<file path="src/rtl/lock_pkg.sv">
// Shared types and constants for the parameterised BCD password lock.
package lock_pkg;

  localparam int unsigned DIGIT_W = 4;
  localparam logic [DIGIT_W-1:0] ERR_CODE = 4'hE;

  typedef enum logic [1:0] {
    StEntry,
    StCheck,
    StLockout
  } lock_state_e;

endpackage

</file>
<file path="src/rtl/lockout_timer.sv">
// Lockout duration counter with a free-running LED flasher; done pulses in the last lockout cycle.
module lockout_timer #(
  parameter int unsigned LOCKOUT_CYCLES = 1024,
  parameter int unsigned FLASH_HALF     = 64
) (
  input  logic clk,
  input  logic clr,
  input  logic start,
  output logic led,
  output logic done
);

  localparam int unsigned TW = $clog2(LOCKOUT_CYCLES + 1);
  localparam int unsigned HW = $clog2(FLASH_HALF + 1);

  logic          active_q, active_d;
  logic [TW-1:0] cnt_q, cnt_d;
  logic [HW-1:0] ph_q, ph_d;
  logic          led_q, led_d;

  assign done = active_q && (cnt_q == TW'(LOCKOUT_CYCLES - 1));
  assign led  = led_q;

  always_comb begin
    active_d = active_q;
    cnt_d    = cnt_q;
    ph_d     = ph_q;
    led_d    = led_q;
    if (start) begin
      active_d = 1'b1;
      cnt_d    = '0;
      ph_d     = '0;
      led_d    = 1'b1;
    end else if (done) begin
      active_d = 1'b0;
      cnt_d    = '0;
      ph_d     = '0;
      led_d    = 1'b0;
    end else if (active_q) begin
      cnt_d = cnt_q + TW'(1);
      if (ph_q == HW'(FLASH_HALF - 1)) begin
        ph_d  = '0;
        led_d = ~led_q;
      end else begin
        ph_d = ph_q + HW'(1);
      end
    end
  end

  always_ff @(posedge clk or posedge clr) begin
    if (clr) begin
      active_q <= 1'b0;
      cnt_q    <= '0;
      ph_q     <= '0;
      led_q    <= 1'b0;
    end else begin
      active_q <= active_d;
      cnt_q    <= cnt_d;
      ph_q     <= ph_d;
      led_q    <= led_d;
    end
  end

endmodule

</file>
<file path="src/rtl/param_lock_controller.sv">
// BCD keypad lock: programs passwords into slots, checks unlock attempts against all valid
// slots in one cycle, and enforces a timed lockout after repeated failures.
module param_lock_controller
  import lock_pkg::*;
#(
  parameter int unsigned NUM_DIGITS     = 6,
  parameter int unsigned NUM_SLOTS      = 4,
  parameter int unsigned MAX_ERRORS     = 3,
  parameter int unsigned LOCKOUT_CYCLES = 1024,
  parameter int unsigned FLASH_HALF     = 64,
  localparam int unsigned SW = (NUM_SLOTS > 1) ? $clog2(NUM_SLOTS) : 1,
  localparam int unsigned CW = $clog2(NUM_DIGITS + 1),
  localparam int unsigned BW = DIGIT_W * NUM_DIGITS
) (
  input  logic               clk,
  input  logic               clr,
  input  logic               mode,
  input  logic [SW-1:0]      slot_sel,
  input  logic [DIGIT_W-1:0] digit_in,
  input  logic               digit_valid,
  input  logic               enter,
  input  logic               cancel,
  output logic [BW-1:0]      disp,
  output logic [CW-1:0]      digit_count,
  output logic               prog_ok,
  output logic               prog_err,
  output logic               unlock_ok,
  output logic               unlock_fail,
  output logic [3:0]         err_count,
  output logic               locked_out,
  output logic               led
);

  localparam logic [CW-1:0] Full   = CW'(NUM_DIGITS);
  localparam logic [3:0]    MaxErr = 4'(MAX_ERRORS);

  lock_state_e state_q, state_d;
  logic        mode_q;

  logic [BW-1:0] buf_q, buf_d, cand_q, cand_d;
  logic [CW-1:0] cnt_q, cnt_d, cand_cnt_q, cand_cnt_d;
  logic          bad_q, bad_d, cand_bad_q, cand_bad_d;

  logic [BW-1:0]        slot_q [NUM_SLOTS];
  logic [NUM_SLOTS-1:0] valid_q;
  logic [NUM_SLOTS-1:0] hit;
  logic                 slot_we;
  logic                 slot_in_range;
  logic                 match;

  logic [3:0] err_q, err_d, err_inc;
  logic       prog_ok_q, prog_ok_d, prog_err_q, prog_err_d;
  logic       unl_ok_q, unl_ok_d, unl_fail_q, unl_fail_d;
  logic       timer_start, timer_done;

  assign slot_in_range = 32'(slot_sel) < NUM_SLOTS;
  assign err_inc       = err_q + 4'd1;

  // Invalid slots are masked so a cleared slot of zeros can never match.
  always_comb begin
    for (int s = 0; s < NUM_SLOTS; s++) begin
      hit[s] = valid_q[s] && (slot_q[s] == cand_q);
    end
  end

  assign match = (cand_cnt_q == Full) && !cand_bad_q && (|hit);

  always_comb begin
    state_d     = state_q;
    buf_d       = buf_q;
    cnt_d       = cnt_q;
    bad_d       = bad_q;
    cand_d      = cand_q;
    cand_cnt_d  = cand_cnt_q;
    cand_bad_d  = cand_bad_q;
    err_d       = err_q;
    slot_we     = 1'b0;
    prog_ok_d   = 1'b0;
    prog_err_d  = 1'b0;
    unl_ok_d    = 1'b0;
    unl_fail_d  = 1'b0;
    timer_start = 1'b0;

    unique case (state_q)
      StEntry: begin
        if (cancel || (mode != mode_q)) begin
          buf_d = '0;
          cnt_d = '0;
          bad_d = 1'b0;
        end else if (enter) begin
          if (!mode) begin
            if ((cnt_q == Full) && !bad_q && slot_in_range) begin
              slot_we   = 1'b1;
              prog_ok_d = 1'b1;
            end else begin
              prog_err_d = 1'b1;
            end
          end else begin
            cand_d     = buf_q;
            cand_cnt_d = cnt_q;
            cand_bad_d = bad_q;
            state_d    = StCheck;
          end
          buf_d = '0;
          cnt_d = '0;
          bad_d = 1'b0;
        end else if (digit_valid && (cnt_q != Full)) begin
          for (int i = 0; i < NUM_DIGITS; i++) begin
            if (cnt_q == CW'(i)) begin
              buf_d[i*DIGIT_W +: DIGIT_W] = (digit_in > 4'd9) ? ERR_CODE : digit_in;
            end
          end
          cnt_d = cnt_q + CW'(1);
          if (digit_in > 4'd9) begin
            bad_d = 1'b1;
          end
        end
      end
      StCheck: begin
        if (match) begin
          unl_ok_d = 1'b1;
          err_d    = '0;
          state_d  = StEntry;
        end else begin
          unl_fail_d = 1'b1;
          err_d      = err_inc;
          if (err_inc == MaxErr) begin
            timer_start = 1'b1;
            state_d     = StLockout;
          end else begin
            state_d = StEntry;
          end
        end
      end
      StLockout: begin
        if (timer_done) begin
          err_d   = '0;
          state_d = StEntry;
        end
      end
      default: state_d = StEntry;
    endcase
  end

  always_ff @(posedge clk or posedge clr) begin
    if (clr) begin
      state_q    <= StEntry;
      mode_q     <= 1'b0;
      buf_q      <= '0;
      cnt_q      <= '0;
      bad_q      <= 1'b0;
      cand_q     <= '0;
      cand_cnt_q <= '0;
      cand_bad_q <= 1'b0;
      err_q      <= '0;
      prog_ok_q  <= 1'b0;
      prog_err_q <= 1'b0;
      unl_ok_q   <= 1'b0;
      unl_fail_q <= 1'b0;
      valid_q    <= '0;
      for (int s = 0; s < NUM_SLOTS; s++) begin
        slot_q[s] <= '0;
      end
    end else begin
      state_q    <= state_d;
      mode_q     <= mode;
      buf_q      <= buf_d;
      cnt_q      <= cnt_d;
      bad_q      <= bad_d;
      cand_q     <= cand_d;
      cand_cnt_q <= cand_cnt_d;
      cand_bad_q <= cand_bad_d;
      err_q      <= err_d;
      prog_ok_q  <= prog_ok_d;
      prog_err_q <= prog_err_d;
      unl_ok_q   <= unl_ok_d;
      unl_fail_q <= unl_fail_d;
      if (slot_we) begin
        slot_q[slot_sel]  <= buf_q;
        valid_q[slot_sel] <= 1'b1;
      end
    end
  end

  lockout_timer #(
    .LOCKOUT_CYCLES(LOCKOUT_CYCLES),
    .FLASH_HALF    (FLASH_HALF)
  ) u_lockout_timer (
    .clk  (clk),
    .clr  (clr),
    .start(timer_start),
    .led  (led),
    .done (timer_done)
  );

  assign disp        = buf_q;
  assign digit_count = cnt_q;
  assign prog_ok     = prog_ok_q;
  assign prog_err    = prog_err_q;
  assign unlock_ok   = unl_ok_q;
  assign unlock_fail = unl_fail_q;
  assign err_count   = err_q;
  assign locked_out  = (state_q == StLockout);

endmodule

</file>
<file path="config.mk">
export PLATFORM = sky130hd
export DESIGN_NAME = param_lock_controller
export DESIGN_NICKNAME = d
export VERILOG_FILES = /design/src/rtl/lock_pkg.sv /design/src/rtl/lockout_timer.sv /design/src/rtl/param_lock_controller.sv
export SDC_FILE = /design/constraint.sdc
export NUM_CORES = 1
export LEC_CHECK = 0
export BUFFER_PORTS_ARGS = -buffer_cell sky130_fd_sc_hd__buf_2
export CAP_MARGIN = 40
export CORE_UTILIZATION = 65
export CTS_CLUSTER_DIAMETER = 30
export CTS_CLUSTER_SIZE = 8
export DETAILED_ROUTE_END_ITERATION = 12
export HOLD_SLACK_MARGIN = 0.05
export PLACE_DENSITY = 0.9
export SLEW_MARGIN = 20
export SYNTH_ARGS = -nofsm -noshare
export SYNTH_HDL_FRONTEND = slang
export SYNTH_SLANG_ARGS = --single-unit
export TNS_END_PERCENT = 50
</file>
<file path="constraint.sdc">
create_clock -name clk -period 14.9 [get_ports clk]
set_input_delay 1.49 -clock clk [delete_from_list [all_inputs] [get_ports clk]]
set_output_delay 1.49 -clock clk [all_outputs]
set_load 0.03 [all_outputs]
</file>
==> flow_summary.yaml, run 1 <==
power:
  power_density_nw_per_um2: 115.1
  vdd_ir_drop_max_v: 0.00009675
  leakage_power_nw: 4.994
timing:
  report.final.slew_viol_count: 0
  setup_violations: 0
  final-hold-violation-count: 0
  fmax_ghz: 0.3025
  grt_setup_unrepaired: "no"
  slew-limit-headroom: 0.4429
  timing.clock.skew_ps: 10.11
  worst_slew_pin_slew_ps: 831.2
  period_needed_ps: 3306
  period_share: 0.2219
  fin_tns_setup_ps: 0
logic_synthesis:
  synth_largest_area_cell: "sky130_fd_sc_hd__dfrtp_1"
  synth-edff-count: 0
  synth-compound-area-share: 0.04474
  synthXorXnorAreaFrac: 0.1014
  synth_top_area_frac: 0.5364
  post_synth_num_cell_types: 46
  ys_top_cells_by_area: "sky130_fd_sc_hd__dfrtp_1, sky130_fd_sc_hd__mux2_2, sky130_fd_sc_hd__xor2_1"
  syn_nets: 735
  synth_warnings: 0
  number_of_synthesized_register_bits: 187
  synth.area.mux_share: 0.1623
  synthAdderAreaFrac: 0.01291
  main_flop_type_after_synthesis: "sky130_fd_sc_hd__dfrtp_1"
  seq_area_frac_synth: 0.5364
  async_flop_share: 1.000
  synth_simple_gate_area_share: 0.1099
  syn_avg_cell_area_sq_um: 12.22
  dominant_combinational_cell_family_by_area_after_synthesis: "multiplexers"
  syn_inst: 714
  mappedNetlistArea_sq_um: 8725
cells_and_area:
  stdcell_area_sq_um: 9623
  n_antenna_cell: 0
  final_nets: 766
  drive_gt1_frac: 0.2916
  synthToLayoutAreaGrowth_pct: 10.30
  fillerInstances: 751
critical_path:
  critical_path_class: "in -> reg"
  timing.critical_path.fanout_max: 14
  timing.critical_path.arrival_ps: 3630
  ff2ff_setup_slack_ps: 11930
  worst-r2r-cell-count: 6
  worst-endpoint-required_ps: 15220
  cp-end-kind: "register"
  critical_path.startpoint_type: "primary input"
floorplan:
  fp.dieArea_sq_um: 13890
  row_count: 41
  io_pins: 49
  dieWidth_um: 117.9
  floorplan.initialDensity: 0.6776
  dieHeight_um: 117.9
  coreArea_sq_um: 12880
job:
  drv_cap: 0
route:
  antenna_left: 0
  first_iter_violations: 507
  post-route-drc-count: 0
  avgViaCountPerCell: 6.354
  wire_per_inst_um: 21.78
  drt_pre_antenna_iters: 5
  detail_route.wirelength_um: 20250
  vias: 5909
global_route:
  grt_max_degree: 68
  antenna_found_initial: 0
  grt_pass1_vias: 6019
  grt_first_pass_wirelength_um: 32530
  total_congestion_overflow: 0
  global_route.usage.total: 0.3097
clock_tree:
  cts.repair.resized: 0
  max-clock-path-buffers: 2
  h-tree-depth: 4
  cts_buffers: 17
  clk_latency_ps: 440
  cts.sink_count: 187
  clk_root_buffer_cell: "sky130_fd_sc_hd__clkbuf_16"
  clkTransAtPathRegs_ps: 60
  cts_hold_buf: 0
  post_cts_buffers: 0
  tritoncts: "built"
hold_path:
  worst_hold_path.num_cells: 1
  worst_hold_path_type: "reg -> reg"
place:
  dpl_cell_area_sq_um: 9000
  numPortBuffers: 48
  dpl.hpwl_um: 13340
  gp_congestion: 0.9590
outcome:
  result_of_the_run: "finished, final reports clean"
==> path summary, 6_finish.rpt <==
kind	start	to
min reg2reg	valid_q[3]	valid_q[3]
min in group asynchronous	clr	slot_q[28]
min	valid_q[3]	valid_q[3]
max	cancel	slot_q[77]
max reg2reg	u_lockout_timer.active_q	u_lockout_timer.cnt_q[9]
max in group asynchronous	clr	slot_q[44]
==> metal layers <==
metal  global-route usage  vias to the layer above  part of all wire
met3              0.08285                       70             0.077
met2               0.4879                      263              0.48
met5                    0                        -                 0
li1                     -                     2563                 -
met4               0.1450                        0             0.037
met1               0.4014                     3013              0.40
==> state kept, by name (all words and copies together) (netlist names), 2 cells and up <==
register and flops:
slot_q 96, cand_q 24, disp 24, u_lockout_timer.cnt_q 11, u_lockout_timer.ph_q 7, err_count 4, valid_q 4, cand_cnt_q 3
digit_count 3, state_q 2
==> final cells by class <==
cell class,count,area [sq um],area share
tap,172,215.2,0.02236
clock buffer,25,495.5,0.05149
multi-input combinational,476,3774,0.3921
timing repair buffer,56,340.3,0.03537
inverter,7,31.28,0.003251
sequential,187,4679,0.4863
clock inverter,7,87.58,0.009102
==> per-stage QoR <==
step                setup slack, ps  hold slack, ps  instances  power (mW)  utilization
global placement              11070           448.9        894      0.6512       0.6961
finish                        11590           469.1        930       1.108       0.7474
global route                  11500           491.6        930       1.143       0.7474
CTS                           11610           470.4        928       1.105       0.7442
floorplan                      8325           434.3        714      0.6289            -
detailed placement            11150           453.4        896      0.6612       0.6990
==> critical path: stages <==
cell                      delay, ps
sky130_fd_sc_hd__buf_2          120
sky130_fd_sc_hd__nor4b_4        210
sky130_fd_sc_hd__nand2_1        150
sky130_fd_sc_hd__nor3_4         290
sky130_fd_sc_hd__nor3b_4        760
sky130_fd_sc_hd__buf_8          240
sky130_fd_sc_hd__mux2_2         350
==> Yosys cell counts (3+ instances only) <==
cell	count
sky130_fd_sc_hd__ha_1	9
sky130_fd_sc_hd__clkbuf_1	7
sky130_fd_sc_hd__inv_1	7
sky130_fd_sc_hd__nor2_1	27
sky130_fd_sc_hd__nand4_1	12
sky130_fd_sc_hd__buf_4	3
sky130_fd_sc_hd__o21ai_0	43
sky130_fd_sc_hd__and3_1	8
sky130_fd_sc_hd__nand2b_1	8
sky130_fd_sc_hd__buf_6	6
sky130_fd_sc_hd__xor2_1	55
sky130_fd_sc_hd__nor3b_1	6
sky130_fd_sc_hd__nand3_1	43
sky130_fd_sc_hd__a21o_1	3
sky130_fd_sc_hd__nor2b_1	5
sky130_fd_sc_hd__nand2_1	26
sky130_fd_sc_hd__mux2_2	124
sky130_fd_sc_hd__nor3_1	7
sky130_fd_sc_hd__a21oi_1	9
sky130_fd_sc_hd__buf_2	28
sky130_fd_sc_hd__dfrtp_1	187
sky130_fd_sc_hd__nor4_1	15
sky130_fd_sc_hd__xnor2_1	46
==> cell families (layout without fill, tap and decap cells) <==
kind of cell,count (synthesis),in the layout
adder cells (fa/ha/maj),9,9
buffers and inverters,51,95
AO/OA/AOI/OAI,68,68
XOR/XNOR,101,101
flip-flops,187,187
AND/OR/NAND/NOR,172,172
multiplexers,126,126
==> power breakdown <==
group / total, mW / leakage [nW] / switching, mW / internal (mW)
combinational: 0.105 / 2.12 / 0.0663 / 0.0383
sequential: 0.553 / 2.58 / 0.0268 / 0.526
clock: 0.450 / 0.287 / 0.187 / 0.264
total: 1.11 / 4.99 / 0.280 / 0.828
==> cell usage in the layout, fill, tap and decap left out, types with 9 or more instances in the layout <==
cell type and count:
sky130_fd_sc_hd__dfrtp_1 187, sky130_fd_sc_hd__xnor2_1 46, sky130_fd_sc_hd__a21oi_1 9, sky130_fd_sc_hd__buf_2 48
sky130_fd_sc_hd__mux2_2 124, sky130_fd_sc_hd__nand2_1 26, sky130_fd_sc_hd__clkbuf_16 17, sky130_fd_sc_hd__ha_1 9
sky130_fd_sc_hd__nand4_1 12, sky130_fd_sc_hd__xor2_1 55, sky130_fd_sc_hd__nor2_1 27, sky130_fd_sc_hd__o21ai_0 43
sky130_fd_sc_hd__nand3_1 43, sky130_fd_sc_hd__nor4_1 15
Note: power is estimated with default switching activity, not from simulation.
==> run 2, diff against run 1 <==
Settings changed: CORE_UTILIZATION 65 to 55, PLACE_DENSITY 0.9 to 0.82.
Clock period 14.9 ns to 2.8 ns, I/O delays scaled along.
==> flow_summary.yaml, run 2 (same netlist as run 1, synthesis figures left out) <==
power:
  power.net_switching_mw: 1.613
  leakage_power_nw: 5.016
  comb_power_share: 0.098
  pwr-share-clk: 0.411
  vdd_ir_drop_max_v: 0.0004977
  netSwitchingFraction: 0.2705
  total_power_mw: 5.962
  power_density_nw_per_um2: 612.2
  internal-power_mw: 4.349
  power.sequential.fraction: 0.490
cells_and_area:
  utilization_of_the_core_after_routing: 0.6359
  multiInputGateArea_sq_um: 3770
  final-seq-area_sq_um: 4679
  instances_no_fill: 977
  register_bank_with_the_most_flops: "slot_q"
  n_antenna_cell: 0
  fillerInstances: 1168
  final_nets: 774
  layout.cells.most_common_list: "sky130_fd_sc_hd__dfrtp_1, sky130_fd_sc_hd__mux2_2, sky130_fd_sc_hd__xor2_1"
  layout.cells.most_common: "sky130_fd_sc_hd__dfrtp_1"
  flip_flop_count_of_the_largest_register_after_layout: 96
  synthToLayoutAreaGrowth_pct: 11.63
  drive_gt1_frac: 0.3003
place:
  dpl.hpwl_um: 13800
  dp_slack_ps: 284.3
  numPortBuffers: 48
  place.detailed.instances: 943
  gp_congestion: 0.8554
clock_tree:
  max-clock-path-buffers: 2
  clk_latency_ps: 440
  cts_buffers: 17
  tritoncts: "built"
  h-tree-depth: 4
  clkTransAtPathRegs_ps: 70
  clk_root_buffer_cell: "sky130_fd_sc_hd__clkbuf_16"
  cts.sink_count: 187
timing:
  timing.final.ws_setup_ps: 246.9
  report.final.slew_viol_count: 0
  timing.clock.skew_ps: 9.811
  setup_violations: 0
  period_share: 0.9118
  slew-limit-headroom: 0.6183
  fmax_ghz: 0.3917
  final-hold-violation-count: 0
  fin_tns_setup_ps: 0
  period_needed_ps: 2553
  grt_setup_unrepaired: "no"
  worst_slew_pin_slew_ps: 564.9
global_route:
  grt_max_degree: 111
  globalRoute.busiestLayer: "met2"
  grt.met1_usage: 0.3691
  total_congestion_overflow: 0
  global_route.usage.total: 0.2762
  groute.layer.met2.usage: 0.4383
  grt_pass1_vias: 6049
  grt_first_pass_wirelength_um: 33220
  grtUsageMet3: 0.06302
  antenna_found_initial: 0
critical_path:
  critical_path.startpoint_type: "register"
  max_stage_delay_ps: 500
  critPathSlowestCell: "sky130_fd_sc_hd__nor4_1"
  ff2ff_setup_slack_ps: 250
  critical_path_most_common_cell: "sky130_fd_sc_hd__nor4_1"
  critical_path_class: "reg -> reg"
  worst-r2r-cell-count: 8
  critical_path.cell_chain: "xor2_1 > nor4_1 > nand3_1 > nor4_1 > o31a_1 > nor3_2 > buf_4 > a211o_1"
  timing.critical_path.arrival_ps: 2890
  cp-end-kind: "register"
  timing.rr.start: "cand_q[4]"
  timing.critical_path.fanout_max: 20
  cp-endpoint: "u_lockout_timer.led"
  crit_start: "cand_q[4]"
  worst-endpoint-required_ps: 3130
  end_of_the_worst_register_to_register_path: "u_lockout_timer.led"
route:
  wire_per_inst_um: 21.13
  detail_route.wirelength_um: 20650
  first_iter_violations: 444
  vias: 5837
  post-route-drc-count: 0
  antenna_left: 0
  avgViaCountPerCell: 5.974
  drt_pre_antenna_iters: 6
floorplan:
  io_pins: 49
  dieWidth_um: 128.0
  fp.dieArea_sq_um: 16370
  floorplan.initialDensity: 0.5697
  coreArea_sq_um: 15310
  row_count: 45
  dieHeight_um: 128.0
job:
  drv_cap: 0
hold_path:
  worst_hold_path_type: "in -> reg"
outcome:
  result_of_the_run: "finished, final reports clean"
[run 2: changes by cell type in the layout (fill, tap and decap cells not counted), sizes merged]
cell | previous run | this run
clkinvlp | 1 | 4
dlygate4sd3 | 0 | 2
clkbuf | 25 | 19
clkinv | 4 | 2
buf | 56 | 62
inv | 7 | 12
[run 2: timing repair]
action,in CTS,in global routing
hold buffers,2,0
gates resized for setup,0,1
setup endpoints to repair,0,1
endpoints found under the hold margin,20,0
setup buffers,0,0
[run 2: metal layers]
layer / routed length (um) / vias to the layer above
li1: - / 2578
met1: 8779 / 2984
met2: 10040 / 222
met3: 1234 / 53
met4: 589 / 0
met5: 0 / -
[run 2: how the worst min path moves through the flow]
stage | startpoint | end | slack [ps] | depth (start not counted)
floorplan | mode | mode_q | 310 | 0
global placement | clr | cand_q[5] | 330 | 2
detailed placement | clr | disp[5] | 340 | 2
CTS | digit_valid | digit_count[2] | 130 | 3
global route | digit_valid | digit_count[2] | 150 | 3
finish | digit_valid | digit_count[2] | 140 | 3
[run 2: critical path: cells and delay by family (launching register included)]
| family | cells | cell delay, ps |
|---|---|---|
| compound gates | 2 | 510 |
| xor+xnor | 1 | 220 |
| buf+inv | 1 | 200 |
| flops | 1 | 460 |
| simple gates | 4 | 1050 |
[run 2: layout make-up]
type,count,area share
Timing Repair Buffer,64,0.04137
Clock inverter,13,0.01644
Tap cell,211,0.02711
Multi-Input combinational cell,476,0.3871
Inverter,7,0.003083
Sequential cell,187,0.4805
Clock buffer,19,0.04445
[run 2: power by group through the flow]
stage / Clock (mW) / Combinational (mW) / Sequential, mW
final: 2.45 / 0.587 / 2.92
after global routing: 2.59 / 0.650 / 2.94
after CTS: 2.47 / 0.587 / 2.92
after detailed placement: 0 / 0.567 / 2.96
after global placement: 0 / 0.545 / 2.95
after floorplan: 0 / 0.370 / 2.98
[run 2: per-stage QoR]
step | area [sq um] | hold slack (ps)
floorplan | 8728 | 311.4
global placement | 9124 | 333.6
detailed placement | 9124 | 338.9
CTS | 9737 | 134.8
global route | 9739 | 145.3
finish | 9739 | 143.0
==> run 3, diff against run 2 <==
Settings changed: BUFFER_PORTS_ARGS -buffer_cell sky130_fd_sc_hd__buf_2 to -buffer_cell sky130_fd_sc_hd__buf_4.
==> flow_summary.yaml, run 3 (same netlist as run 1, synthesis figures left out) <==
power:
  pwr-share-clk: 0.392
  power.sequential.fraction: 0.505
  comb_power_share: 0.103
  leakage_power_nw: 5.001
  internal-power_mw: 4.201
  power.net_switching_mw: 1.583
  power_density_nw_per_um2: 588.9
  vdd_ir_drop_max_v: 0.0004651
  netSwitchingFraction: 0.2737
critical_path:
  critical_path.startpoint_type: "register"
  timing.critical_path.arrival_ps: 2950
  worst-endpoint-required_ps: 3120
  cp-end-kind: "register"
  critical_path_class: "reg -> reg"
  timing.critical_path.fanout_max: 20
clock_tree:
  tritoncts: "built"
  max-clock-path-buffers: 2
  post_cts_buffers: 0
  clkTransAtPathRegs_ps: 70
  clk_root_buffer_cell: "sky130_fd_sc_hd__clkbuf_16"
  cts.repair.resized: 0
  cts_buffers: 17
  h-tree-depth: 4
  clk_latency_ps: 440
  cts.sink_count: 187
timing:
  setup_violations: 0
  grt_setup_unrepaired: "no"
  period_share: 0.9399
  slew-limit-headroom: 0.5809
  final-hold-violation-count: 0
  report.final.slew_viol_count: 0
  fin_tns_setup_ps: 0
  period_needed_ps: 2632
  fmax_ghz: 0.3800
  worst_slew_pin_slew_ps: 627.0
  timing.clock.skew_ps: 9.270
cells_and_area:
  synthToLayoutAreaGrowth_pct: 12.58
  flip_flop_count_of_the_largest_register_after_layout: 96
  fillerInstances: 1148
  register_bank_with_the_most_flops: "slot_q"
  drive_gt1_frac: 0.3007
  n_antenna_cell: 0
  layout.cells.most_common_list: "sky130_fd_sc_hd__dfrtp_1, sky130_fd_sc_hd__mux2_2, sky130_fd_sc_hd__buf_4"
  final_nets: 773
  instances_no_fill: 976
  layout.cells.most_common: "sky130_fd_sc_hd__dfrtp_1"
floorplan:
  io_pins: 49
  dieWidth_um: 128.0
  row_count: 45
  fp.dieArea_sq_um: 16370
  coreArea_sq_um: 15310
  dieHeight_um: 128.0
  floorplan.initialDensity: 0.5697
route:
  drt_pre_antenna_iters: 4
  antenna_left: 0
  post-route-drc-count: 0
  detail_route.wirelength_um: 19820
  wire_per_inst_um: 20.31
  first_iter_violations: 423
  vias: 5681
  avgViaCountPerCell: 5.821
global_route:
  antenna_found_initial: 0
  grt_pass1_vias: 5943
  grt_first_pass_wirelength_um: 32050
  grt_max_degree: 103
  total_congestion_overflow: 0
  global_route.usage.total: 0.2638
hold_path:
  worst_hold_path_type: "in -> reg"
outcome:
  result_of_the_run: "finished, final reports clean"
place:
  dpl.hpwl_um: 13180
  numPortBuffers: 48
  gp_congestion: 0.8540
  place.detailed.instances: 942
job:
  drv_cap: 0
[run 3: power groups by stage]
stage / clock network, mW / registers, mW / logic, mW
floorplan: 0 / 2.98 / 0.370
CTS: 2.30 / 2.92 / 0.599
finish: 2.27 / 2.92 / 0.595
global placement: 0 / 2.95 / 0.565
global route: 2.41 / 2.94 / 0.662
detailed placement: 0 / 2.97 / 0.591
[run 3: worst paths after layout]
| check | from | end | slack [ps] | depth (start not counted) |
|---|---|---|---|---|
| setup / recovery | cand_q[4] | u_lockout_timer.led | 170 | 8 |
| hold / removal | digit_valid | digit_count[0] | 170 | 3 |
| setup reg to reg | cand_q[4] | u_lockout_timer.led | 170 | 8 |
| hold reg to reg | valid_q[2] | valid_q[2] | 480 | 1 |
| max in group asynchronous | clr | slot_q[44] | 1790 | 4 |
| min in group asynchronous | clr | slot_q[53] | 560 | 4 |
[run 3: metrics by stage]
stage          power (mW)    util  worst slack [ps]  hold WS, ps  area (sq um)
5_1_grt             6.002  0.6413             91.20        182.6          9822
4_1_cts             5.812  0.6413             224.8        154.4          9822
3_3_place_gp        3.520  0.6039             356.7        417.5          9249
6_report            5.784  0.6413             168.3        168.4          9822
2_1_floorplan       3.347       -             113.5        311.4          8728
3_5_place_dp        3.556  0.6039             266.0        423.3          9249
[run 3: what timing repair did]
action	CTS	global route
hold buffers	2	0
setup endpoints to repair	0	0
endpoints found under the hold margin	86	0
[run 3: final cells by class]
class                   instances  area, sq um  area share
flip-flops and latches        187         4679      0.4764
repair buffers                 63        528.0     0.05376
clock buffers                  18        439.2     0.04471
inverters                       7        30.03    0.003057
multi-input cells             476         3767      0.3836
well taps                     211        264.0     0.02688
clock inverters                14        113.9     0.01159
[run 3: worst max-delay path: stages (launching register included)]
cell and delay [ps]:
sky130_fd_sc_hd__dfrtp_1 460, sky130_fd_sc_hd__xor2_1 230, sky130_fd_sc_hd__nor4_1 430, sky130_fd_sc_hd__nand3_1 130, sky130_fd_sc_hd__nor4_1 480, sky130_fd_sc_hd__o31a_1 280
sky130_fd_sc_hd__nor3_2 60, sky130_fd_sc_hd__buf_4 200, sky130_fd_sc_hd__a211o_1 250
[run 3: metal layers]
layer | GRT usage | part of all wire | vias to the layer above
li1 | - | - | 2574
met5 | 0 | 0 | -
met4 | 0.09758 | 0.025 | 0
met3 | 0.07137 | 0.063 | 39
met1 | 0.3558 | 0.44 | 2874
met2 | 0.4105 | 0.47 | 194
